--- config.mk ---
export PLATFORM = sky130hd
export DESIGN_NAME = alu_instr_idfr_pipe
export DESIGN_NICKNAME = d
export VERILOG_FILES = /design/src/rtl/alu_instr_idfr_pipe_pkg.sv /design/src/rtl/alu_instr_idfr_pipe_class.sv /design/src/rtl/alu_instr_idfr_pipe.sv
export SDC_FILE = /design/constraint.sdc
export NUM_CORES = 1
export LEC_CHECK = 0
export CAP_MARGIN = 10
export CORE_MARGIN = 2
export CORE_UTILIZATION = 40
export DETAILED_ROUTE_END_ITERATION = 12
export PLACE_DENSITY = 0.67
export RECOVER_POWER = 50
export SETUP_SLACK_MARGIN = 0.1
export SLEW_MARGIN = 40
export SYNTH_ARGS = -nofsm -noshare
export SYNTH_HDL_FRONTEND = slang
export SYNTH_HIERARCHICAL = 1
export SYNTH_SLANG_ARGS = --single-unit
export TNS_END_PERCENT = 1
--- constraint.sdc ---
create_clock -name clk -period 1.85 [get_ports clk]
set_input_delay 0.37 -clock clk [delete_from_list [all_inputs] [get_ports clk]]
set_output_delay 0.37 -clock clk [all_outputs]
set_load 0.01 [all_outputs]
--- src/rtl/alu_instr_idfr_pipe_pkg.sv ---
// Shared decode constants and instruction id codes for the ALU identifier.
// Ids for the M-extension exist always; RV_M_EXT_EN only decides legality.
package alu_instr_idfr_pipe_pkg;

  localparam logic [6:0] OPC_OP_IMM    = 7'b0010011;
  localparam logic [6:0] OPC_OP        = 7'b0110011;
  localparam logic [6:0] OPC_OP_IMM_32 = 7'b0011011;
  localparam logic [6:0] OPC_OP_32     = 7'b0111011;

  localparam logic [2:0] F3_ADD  = 3'b000;
  localparam logic [2:0] F3_SLL  = 3'b001;
  localparam logic [2:0] F3_SLT  = 3'b010;
  localparam logic [2:0] F3_SLTU = 3'b011;
  localparam logic [2:0] F3_XOR  = 3'b100;
  localparam logic [2:0] F3_SR   = 3'b101;
  localparam logic [2:0] F3_OR   = 3'b110;
  localparam logic [2:0] F3_AND  = 3'b111;

  localparam logic [6:0] F7_BASE   = 7'b0000000;
  localparam logic [6:0] F7_ALT    = 7'b0100000;
  localparam logic [6:0] F7_MULDIV = 7'b0000001;
  localparam logic [5:0] F6_BASE   = 6'b000000;
  localparam logic [5:0] F6_ALT    = 6'b010000;

  localparam int INST_ID_LEN = 6;
  typedef logic [INST_ID_LEN-1:0] inst_id_t;

  localparam inst_id_t NONE_ID   = 6'd0;
  localparam inst_id_t ADDI_ID   = 6'd1;
  localparam inst_id_t SLTI_ID   = 6'd2;
  localparam inst_id_t SLTIU_ID  = 6'd3;
  localparam inst_id_t XORI_ID   = 6'd4;
  localparam inst_id_t ORI_ID    = 6'd5;
  localparam inst_id_t ANDI_ID   = 6'd6;
  localparam inst_id_t SLLI_ID   = 6'd7;
  localparam inst_id_t SRLI_ID   = 6'd8;
  localparam inst_id_t SRAI_ID   = 6'd9;
  localparam inst_id_t ADD_ID    = 6'd10;
  localparam inst_id_t SUB_ID    = 6'd11;
  localparam inst_id_t SLL_ID    = 6'd12;
  localparam inst_id_t SLT_ID    = 6'd13;
  localparam inst_id_t SLTU_ID   = 6'd14;
  localparam inst_id_t XOR_ID    = 6'd15;
  localparam inst_id_t SRL_ID    = 6'd16;
  localparam inst_id_t SRA_ID    = 6'd17;
  localparam inst_id_t OR_ID     = 6'd18;
  localparam inst_id_t AND_ID    = 6'd19;
  localparam inst_id_t ADDIW_ID  = 6'd20;
  localparam inst_id_t SLLIW_ID  = 6'd21;
  localparam inst_id_t SRLIW_ID  = 6'd22;
  localparam inst_id_t SRAIW_ID  = 6'd23;
  localparam inst_id_t ADDW_ID   = 6'd24;
  localparam inst_id_t SUBW_ID   = 6'd25;
  localparam inst_id_t SLLW_ID   = 6'd26;
  localparam inst_id_t SRLW_ID   = 6'd27;
  localparam inst_id_t SRAW_ID   = 6'd28;
  localparam inst_id_t MUL_ID    = 6'd29;
  localparam inst_id_t MULH_ID   = 6'd30;
  localparam inst_id_t MULHSU_ID = 6'd31;
  localparam inst_id_t MULHU_ID  = 6'd32;
  localparam inst_id_t DIV_ID    = 6'd33;
  localparam inst_id_t DIVU_ID   = 6'd34;
  localparam inst_id_t REM_ID    = 6'd35;
  localparam inst_id_t REMU_ID   = 6'd36;
  localparam inst_id_t MULW_ID   = 6'd37;
  localparam inst_id_t DIVW_ID   = 6'd38;
  localparam inst_id_t DIVUW_ID  = 6'd39;
  localparam inst_id_t REMW_ID   = 6'd40;
  localparam inst_id_t REMUW_ID  = 6'd41;

  localparam logic CHIP_ENABLE = 1'b1;

  function automatic inst_id_t op_id(input logic [2:0] f3);
    inst_id_t r;
    unique case (f3)
      F3_ADD:  r = ADD_ID;
      F3_SLL:  r = SLL_ID;
      F3_SLT:  r = SLT_ID;
      F3_SLTU: r = SLTU_ID;
      F3_XOR:  r = XOR_ID;
      F3_SR:   r = SRL_ID;
      F3_OR:   r = OR_ID;
      default: r = AND_ID;
    endcase
    return r;
  endfunction

  function automatic inst_id_t mul_id(input logic [2:0] f3);
    inst_id_t r;
    unique case (f3)
      3'b000:  r = MUL_ID;
      3'b001:  r = MULH_ID;
      3'b010:  r = MULHSU_ID;
      3'b011:  r = MULHU_ID;
      3'b100:  r = DIV_ID;
      3'b101:  r = DIVU_ID;
      3'b110:  r = REM_ID;
      default: r = REMU_ID;
    endcase
    return r;
  endfunction

  // RV64 W-form M ops have no MULH* variants
  function automatic inst_id_t mulw_id(input logic [2:0] f3);
    inst_id_t r;
    unique case (f3)
      3'b000:  r = MULW_ID;
      3'b100:  r = DIVW_ID;
      3'b101:  r = DIVUW_ID;
      3'b110:  r = REMW_ID;
      3'b111:  r = REMUW_ID;
      default: r = NONE_ID;
    endcase
    return r;
  endfunction

endpackage

--- src/rtl/alu_instr_idfr_pipe_class.sv ---
// Combinational classifier: raw instruction -> id, immediate, illegal.
// RV_M_EXT_EN makes the MUL/DIV encodings legal.
module alu_instr_class
  import alu_instr_idfr_pipe_pkg::*;
#(
  parameter int XLEN = 32
) (
  input  logic [31:0]            instr,
  output logic [INST_ID_LEN-1:0] id,
  output logic [XLEN-1:0]        imm,
  output logic                   illegal
);

  localparam bit RV64 = (XLEN == 64);
  localparam int SH_W = RV64 ? 6 : 5;

  logic [6:0]      opc;
  logic [2:0]      f3;
  logic [6:0]      f7;
  logic [5:0]      f6;
  logic [XLEN-1:0] i_imm;
  logic [XLEN-1:0] sh_imm;
  logic [XLEN-1:0] shw_imm;
  logic            sh_base;
  logic            sh_alt;
  logic            in_class;
  inst_id_t        id_c;
  logic [XLEN-1:0] imm_c;
  logic            unused_bits;

  assign opc     = instr[6:0];
  assign f3      = instr[14:12];
  assign f7      = instr[31:25];
  assign f6      = instr[31:26];
  assign i_imm   = {{(XLEN-12){instr[31]}}, instr[31:20]};
  assign sh_imm  = XLEN'(instr[20 +: SH_W]);
  assign shw_imm = XLEN'(instr[24:20]);
  assign sh_base = RV64 ? (f6 == F6_BASE) : (f7 == F7_BASE);
  assign sh_alt  = RV64 ? (f6 == F6_ALT) : (f7 == F7_ALT);

  assign unused_bits = ^{instr[19:15], instr[11:7]};

  always_comb begin
    in_class = 1'b0;
    id_c     = NONE_ID;
    imm_c    = '0;
    unique case (opc)
      OPC_OP_IMM: begin
        in_class = 1'b1;
        unique case (f3)
          F3_ADD:  begin id_c = ADDI_ID;  imm_c = i_imm; end
          F3_SLT:  begin id_c = SLTI_ID;  imm_c = i_imm; end
          F3_SLTU: begin id_c = SLTIU_ID; imm_c = i_imm; end
          F3_XOR:  begin id_c = XORI_ID;  imm_c = i_imm; end
          F3_OR:   begin id_c = ORI_ID;   imm_c = i_imm; end
          F3_AND:  begin id_c = ANDI_ID;  imm_c = i_imm; end
          F3_SLL: begin
            if (sh_base) begin
              id_c  = SLLI_ID;
              imm_c = sh_imm;
            end
          end
          default: begin
            if (sh_base) begin
              id_c  = SRLI_ID;
              imm_c = sh_imm;
            end else if (sh_alt) begin
              id_c  = SRAI_ID;
              imm_c = sh_imm;
            end
          end
        endcase
      end
      OPC_OP: begin
        in_class = 1'b1;
        unique case (f7)
          F7_BASE: id_c = op_id(f3);
          F7_ALT: begin
            if (f3 == F3_ADD)     id_c = SUB_ID;
            else if (f3 == F3_SR) id_c = SRA_ID;
          end
`ifdef RV_M_EXT_EN
          F7_MULDIV: id_c = mul_id(f3);
`endif
          default: ;
        endcase
      end
      OPC_OP_IMM_32: begin
        in_class = 1'b1;
        if (RV64) begin
          unique case (f3)
            F3_ADD: begin
              id_c  = ADDIW_ID;
              imm_c = i_imm;
            end
            F3_SLL: begin
              if (f7 == F7_BASE) begin
                id_c  = SLLIW_ID;
                imm_c = shw_imm;
              end
            end
            F3_SR: begin
              if (f7 == F7_BASE) begin
                id_c  = SRLIW_ID;
                imm_c = shw_imm;
              end else if (f7 == F7_ALT) begin
                id_c  = SRAIW_ID;
                imm_c = shw_imm;
              end
            end
            default: ;
          endcase
        end
      end
      OPC_OP_32: begin
        in_class = 1'b1;
        if (RV64) begin
          unique case (f7)
            F7_BASE: begin
              if (f3 == F3_ADD)      id_c = ADDW_ID;
              else if (f3 == F3_SLL) id_c = SLLW_ID;
              else if (f3 == F3_SR)  id_c = SRLW_ID;
            end
            F7_ALT: begin
              if (f3 == F3_ADD)     id_c = SUBW_ID;
              else if (f3 == F3_SR) id_c = SRAW_ID;
            end
`ifdef RV_M_EXT_EN
            F7_MULDIV: id_c = mulw_id(f3);
`endif
            default: ;
          endcase
        end
      end
      default: ;
    endcase
  end

  // an in-class opcode with no matching rule is illegal; imm stays 0
  assign illegal = in_class && (id_c == NONE_ID);
  assign id      = id_c;
  assign imm     = imm_c;

endmodule

--- src/rtl/alu_instr_idfr_pipe.sv ---
// Decode-stage ALU identifier: skid buffer, output register, illegal counter.
// Define RV_M_EXT_EN to accept M-extension encodings.
module alu_instr_idfr_pipe
  import alu_instr_idfr_pipe_pkg::*;
#(
  parameter int XLEN      = 32,
  parameter int TAG_W     = 8,
  parameter int ILL_CNT_W = 16
) (
  input  logic                   clk,
  input  logic                   rst_n,
  input  logic                   flush,
  input  logic                   in_valid,
  output logic                   in_ready,
  input  logic [31:0]            in_instr,
  input  logic [TAG_W-1:0]       in_tag,
  output logic                   out_valid,
  input  logic                   out_ready,
  output logic [INST_ID_LEN-1:0] out_instr_id,
  output logic [XLEN-1:0]        out_imm,
  output logic                   out_illegal,
  output logic [TAG_W-1:0]       out_tag,
  output logic [ILL_CNT_W-1:0]   ill_cnt
);

  typedef struct packed {
    inst_id_t         id;
    logic [XLEN-1:0]  imm;
    logic             ill;
    logic [TAG_W-1:0] tag;
  } entry_t;

  localparam entry_t ENTRY_RST = '{id: NONE_ID, imm: '0, ill: 1'b0, tag: '0};

  inst_id_t        c_id;
  logic [XLEN-1:0] c_imm;
  logic            c_ill;
  entry_t          c_entry;
  entry_t          out_q;
  entry_t          skid_q;
  logic            out_v;
  logic            skid_v;
  logic            accept;
  logic            out_fire;
  logic            out_free;
  logic [ILL_CNT_W-1:0] cnt_q;

  alu_instr_class #(
    .XLEN(XLEN)
  ) u_class (
    .instr   (in_instr),
    .id      (c_id),
    .imm     (c_imm),
    .illegal (c_ill)
  );

  always_comb begin
    c_entry     = ENTRY_RST;
    c_entry.id  = c_id;
    c_entry.imm = c_imm;
    c_entry.ill = c_ill;
    c_entry.tag = in_tag;
  end

  assign accept   = CHIP_ENABLE && in_valid && !skid_v && !flush;
  assign out_fire = out_v && out_ready;
  assign out_free = !out_v || out_ready;

  // skid only fills behind a stalled output, so skid_v implies out_v
  always_ff @(posedge clk or negedge rst_n) begin
    if (!rst_n) begin
      out_v  <= 1'b0;
      skid_v <= 1'b0;
      out_q  <= ENTRY_RST;
      skid_q <= ENTRY_RST;
    end else if (flush) begin
      out_v  <= 1'b0;
      skid_v <= 1'b0;
    end else if (out_free) begin
      if (skid_v) begin
        out_q  <= skid_q;
        out_v  <= 1'b1;
        skid_v <= 1'b0;
      end else begin
        out_v <= accept;
        if (accept) out_q <= c_entry;
      end
    end else if (accept) begin
      skid_q <= c_entry;
      skid_v <= 1'b1;
    end
  end

  // counts at downstream handoff, even in a flush cycle
  always_ff @(posedge clk or negedge rst_n) begin
    if (!rst_n) begin
      cnt_q <= '0;
    end else if (out_fire && out_q.ill && (cnt_q != '1)) begin
      cnt_q <= cnt_q + {{(ILL_CNT_W-1){1'b0}}, 1'b1};
    end
  end

  assign in_ready     = !skid_v;
  assign out_valid    = out_v;
  assign out_instr_id = out_q.id;
  assign out_imm      = out_q.imm;
  assign out_illegal  = out_q.ill;
  assign out_tag      = out_q.tag;
  assign ill_cnt      = cnt_q;

endmodule

==> reports/metrics.yaml <==
multi_input_area_um2: 2350
synth_top_area_share_pct: 52.4
worst_pin_slew_ns: 1.48
gp_congestion: 0.863
p_leak_nw: 3.18
hold_viol: 0
drive_gt1_share_pct: 22.5
syn_nets: 518
finClkSkew_ns: 0.0130
antenna_found_initial: 0
netlist_top_cells_count: "112 x dfrtp_1, 61 x nor2_1, 54 x a21oi_1"
hpwl_mm: 7.72
critPathTopFamily: "buffers and inverters"
drv_cap: 0
cellPowerDensity_nw_per_um2: 837
slowest_stage: "clkdlybuf4s50_1"
ys.flop_type: "dfrtp_1"
rsz0062_at_grt: "yes"
drt_iter0_markers: 213
met2_length_mm: 5.88
areaGrowthSynthToFinish_pct: 36.4
start_util_pct: 40.7
critPathBufInv: 2
fin_nets: 645
cp.required_ns: 1.48
crit_fanout: 4
synth_seq_cells: 112
cts_sinks: 112
cts_tree: "done"
placed_area_um2: 6820
cp-start-kind: "flip-flop"
final_area_um2: 7290
status: "complete, no violations"
cp_cell_sequence: "buf_4 > clkdlybuf4s50_1"
grt_use_total_pct: 16.2
dieArea_um2: 14300
synth_warnings: 6
async_reset_ff_share_pct: 100
ant_nets: 0
via_count: 3941
grt_max_degree: 61
drt_wl_total_mm: 11.6
synth.most_common_cell: "dfrtp_1"
yosys.area.top_type: "dfrtp_1"
nFillCells: 1136
layout_min_cycle_time_ns: 1.76
min_path_type: "in2async"
regArea_um2: 2810
rows: 42
boundaryPins: 110
route.detailed.drc: 0
max_freq_mhz: 568
antenna_cells: 0
htree_levels: 3
routed-wl-met3_um: 384
fin_hold_ws_ns: 0.397
die_w_um: 120
max_stage_delay_ns: 0.54
utilization_pct: 55.5
cts_made_buffers: 9
io_buffer_count: 99
grt_pass1_vias: 3978
viasPerCell: 5.05
die_y_um: 120
core-area_um2: 13100
worstPathArrival_ns: 1.39
ir_drop_mv: 0.457
post_drt_wl_per_cell_um: 14.9
synth_cell_types: 53
cts_buffer_depth: 2
worst_setup_path_end_kind: "output port"
synth.area.top_cells: "dfrtp_1 52%, mux2i_1 8.8%, mux2_1 7.0%"
synth.avg_cell_area_um2: 11.3
timing.final.crit_share_pct: 95.1
setup_viol: 0
synth_seq_area_share_pct: 52.4
syn_inst: 472
drtPass1Iterations: 6
critPathKind: "reg2out"
hold_buffers: 0
cts_root_buffer: "clkbuf_16"
synth_edf_count: 0
highest_layer: "met4"
wl_met1_mm: 5.14
final_max_slew_viol_count: 0
slew_headroom_pct: 1.28
grt_pass1_wl_mm: 18.7
clk_latency_ns: 0.35
grt-ovfl-total: 0
syn_area_um2: 5350
cts.reportedPaths.clkPinSlew_ns: 0.08
-- path summary, 6_finish.rpt --
| path | start | to | slack (ns) | depth (start not counted) |
|---|---|---|---|---|
| max reg2reg | ill_cnt[0] | ill_cnt[13] | 0.10 | 6 |
| min reg2reg | skid_q[38] | skid_q[38] | 0.49 | 1 |
| max | ill_cnt[0] | ill_cnt[0] | 0.09 | 2 |
| max in group asynchronous | rst_n | skid_q[45] | 0.46 | 2 |
| min | rst_n | out_imm[23] | 0.40 | 2 |
| min in group clk | skid_q[38] | skid_q[38] | 0.49 | 1 |
-- worst reg2reg max path: cells and delay by family, from the launching register on --
| family | cells | cell delay [ns] |
|---|---|---|
| AO/OA/AOI/OAI | 1 | 0.13 |
| XOR/XNOR | 1 | 0.15 |
| buffers and inverters | 2 | 0.34 |
| flip-flops | 1 | 0.37 |
| AND/OR/NAND/NOR | 2 | 0.64 |
-- repair_timing --
item	4_1_cts	5_1_grt
resized for setup	39	22
endpoints found under the setup margin	85	62
cloned	0	5
pin swaps	16	16
buffers inserted	4	1
-- registers in the layout, indices dropped and copies added, names as in the netlist --
name          cells
skid_q           47
out_imm          32
ill_cnt          16
out_tag           8
out_instr_id      6
out_illegal       1
out_valid         1
skid_v            1
-- per-layer routing --
| metal | track usage (%) | vias up |
|---|---|---|
| met4 | 6.91 | 0 |
| met2 | 27.8 | 81 |
| li1 | - | 1904 |
| met5 | 0 | - |
| met1 | 20.6 | 1937 |
| met3 | 2.04 | 19 |
-- metrics by stage --
| stage | total power [W] | worst slack (ns) | setup TNS [ns] | cells |
|---|---|---|---|---|
| floorplan | 0.00335 | -0.0713 | -1.33 | 472 |
| global placement | 0.00406 | -0.607 | -35.47 | 754 |
| detailed placement | 0.00411 | -0.656 | -38.95 | 754 |
| CTS | 0.00619 | 0.0327 | 0 | 774 |
| global route | 0.00639 | 0.0256 | 0 | 780 |
| finish | 0.00610 | 0.0898 | 0 | 780 |
-- placed cells by master, fill, tap and decap left out, types with 4 or more instances in the layout --
cell	netlist	layout
buf_4	22	41
nand3_1	10	8
nor2_1	61	59
nand4_1	4	4
dlygate4sd2_1	0	6
and2_1	10	9
dfrtp_1	112	110
clkdlybuf4s50_1	0	69
mux2i_1	47	47
buf_12	0	8
mux2_1	33	33
dlygate4sd3_1	0	11
nand2_1	7	7
nor3_1	7	6
clkbuf_16	0	12
a21oi_1	54	53
clkbuf_2	0	10
mux2_2	17	17
buf_6	0	6
xor2_1	8	8
-- kinds of logic after synthesis --
kind of cell | share of synthesized area [%]
simple gates | 12.9
flops | 52.4
mux | 19.3
compound gates | 7.77
buf+inv | 5.43
xor+xnor | 1.80
fa+ha+maj | 0.234
other cells | 0.0701
-- where the power goes --
| group | total [W] | internal [W] | switching (W) |
|---|---|---|---|
| logic | 0.00117 | 0.000647 | 0.000519 |
| clock network | 0.00208 | 0.00110 | 0.000980 |
| registers | 0.00286 | 0.00270 | 0.000161 |
| total | 0.00610 | 0.00444 | 0.00166 |
-- cell type report --
class                           instances  share of cell area (%)
Clock buffer                            9                    3.09
Clock inverter                          7                    1.30
Inverter                                2                   0.103
Multi-Input combinational cell        311                    32.2
Sequential cell                       112                    38.5
Tap cell                              176                    3.02
Timing Repair Buffer                  163                    21.8
(Power assumes the default switching activity.)
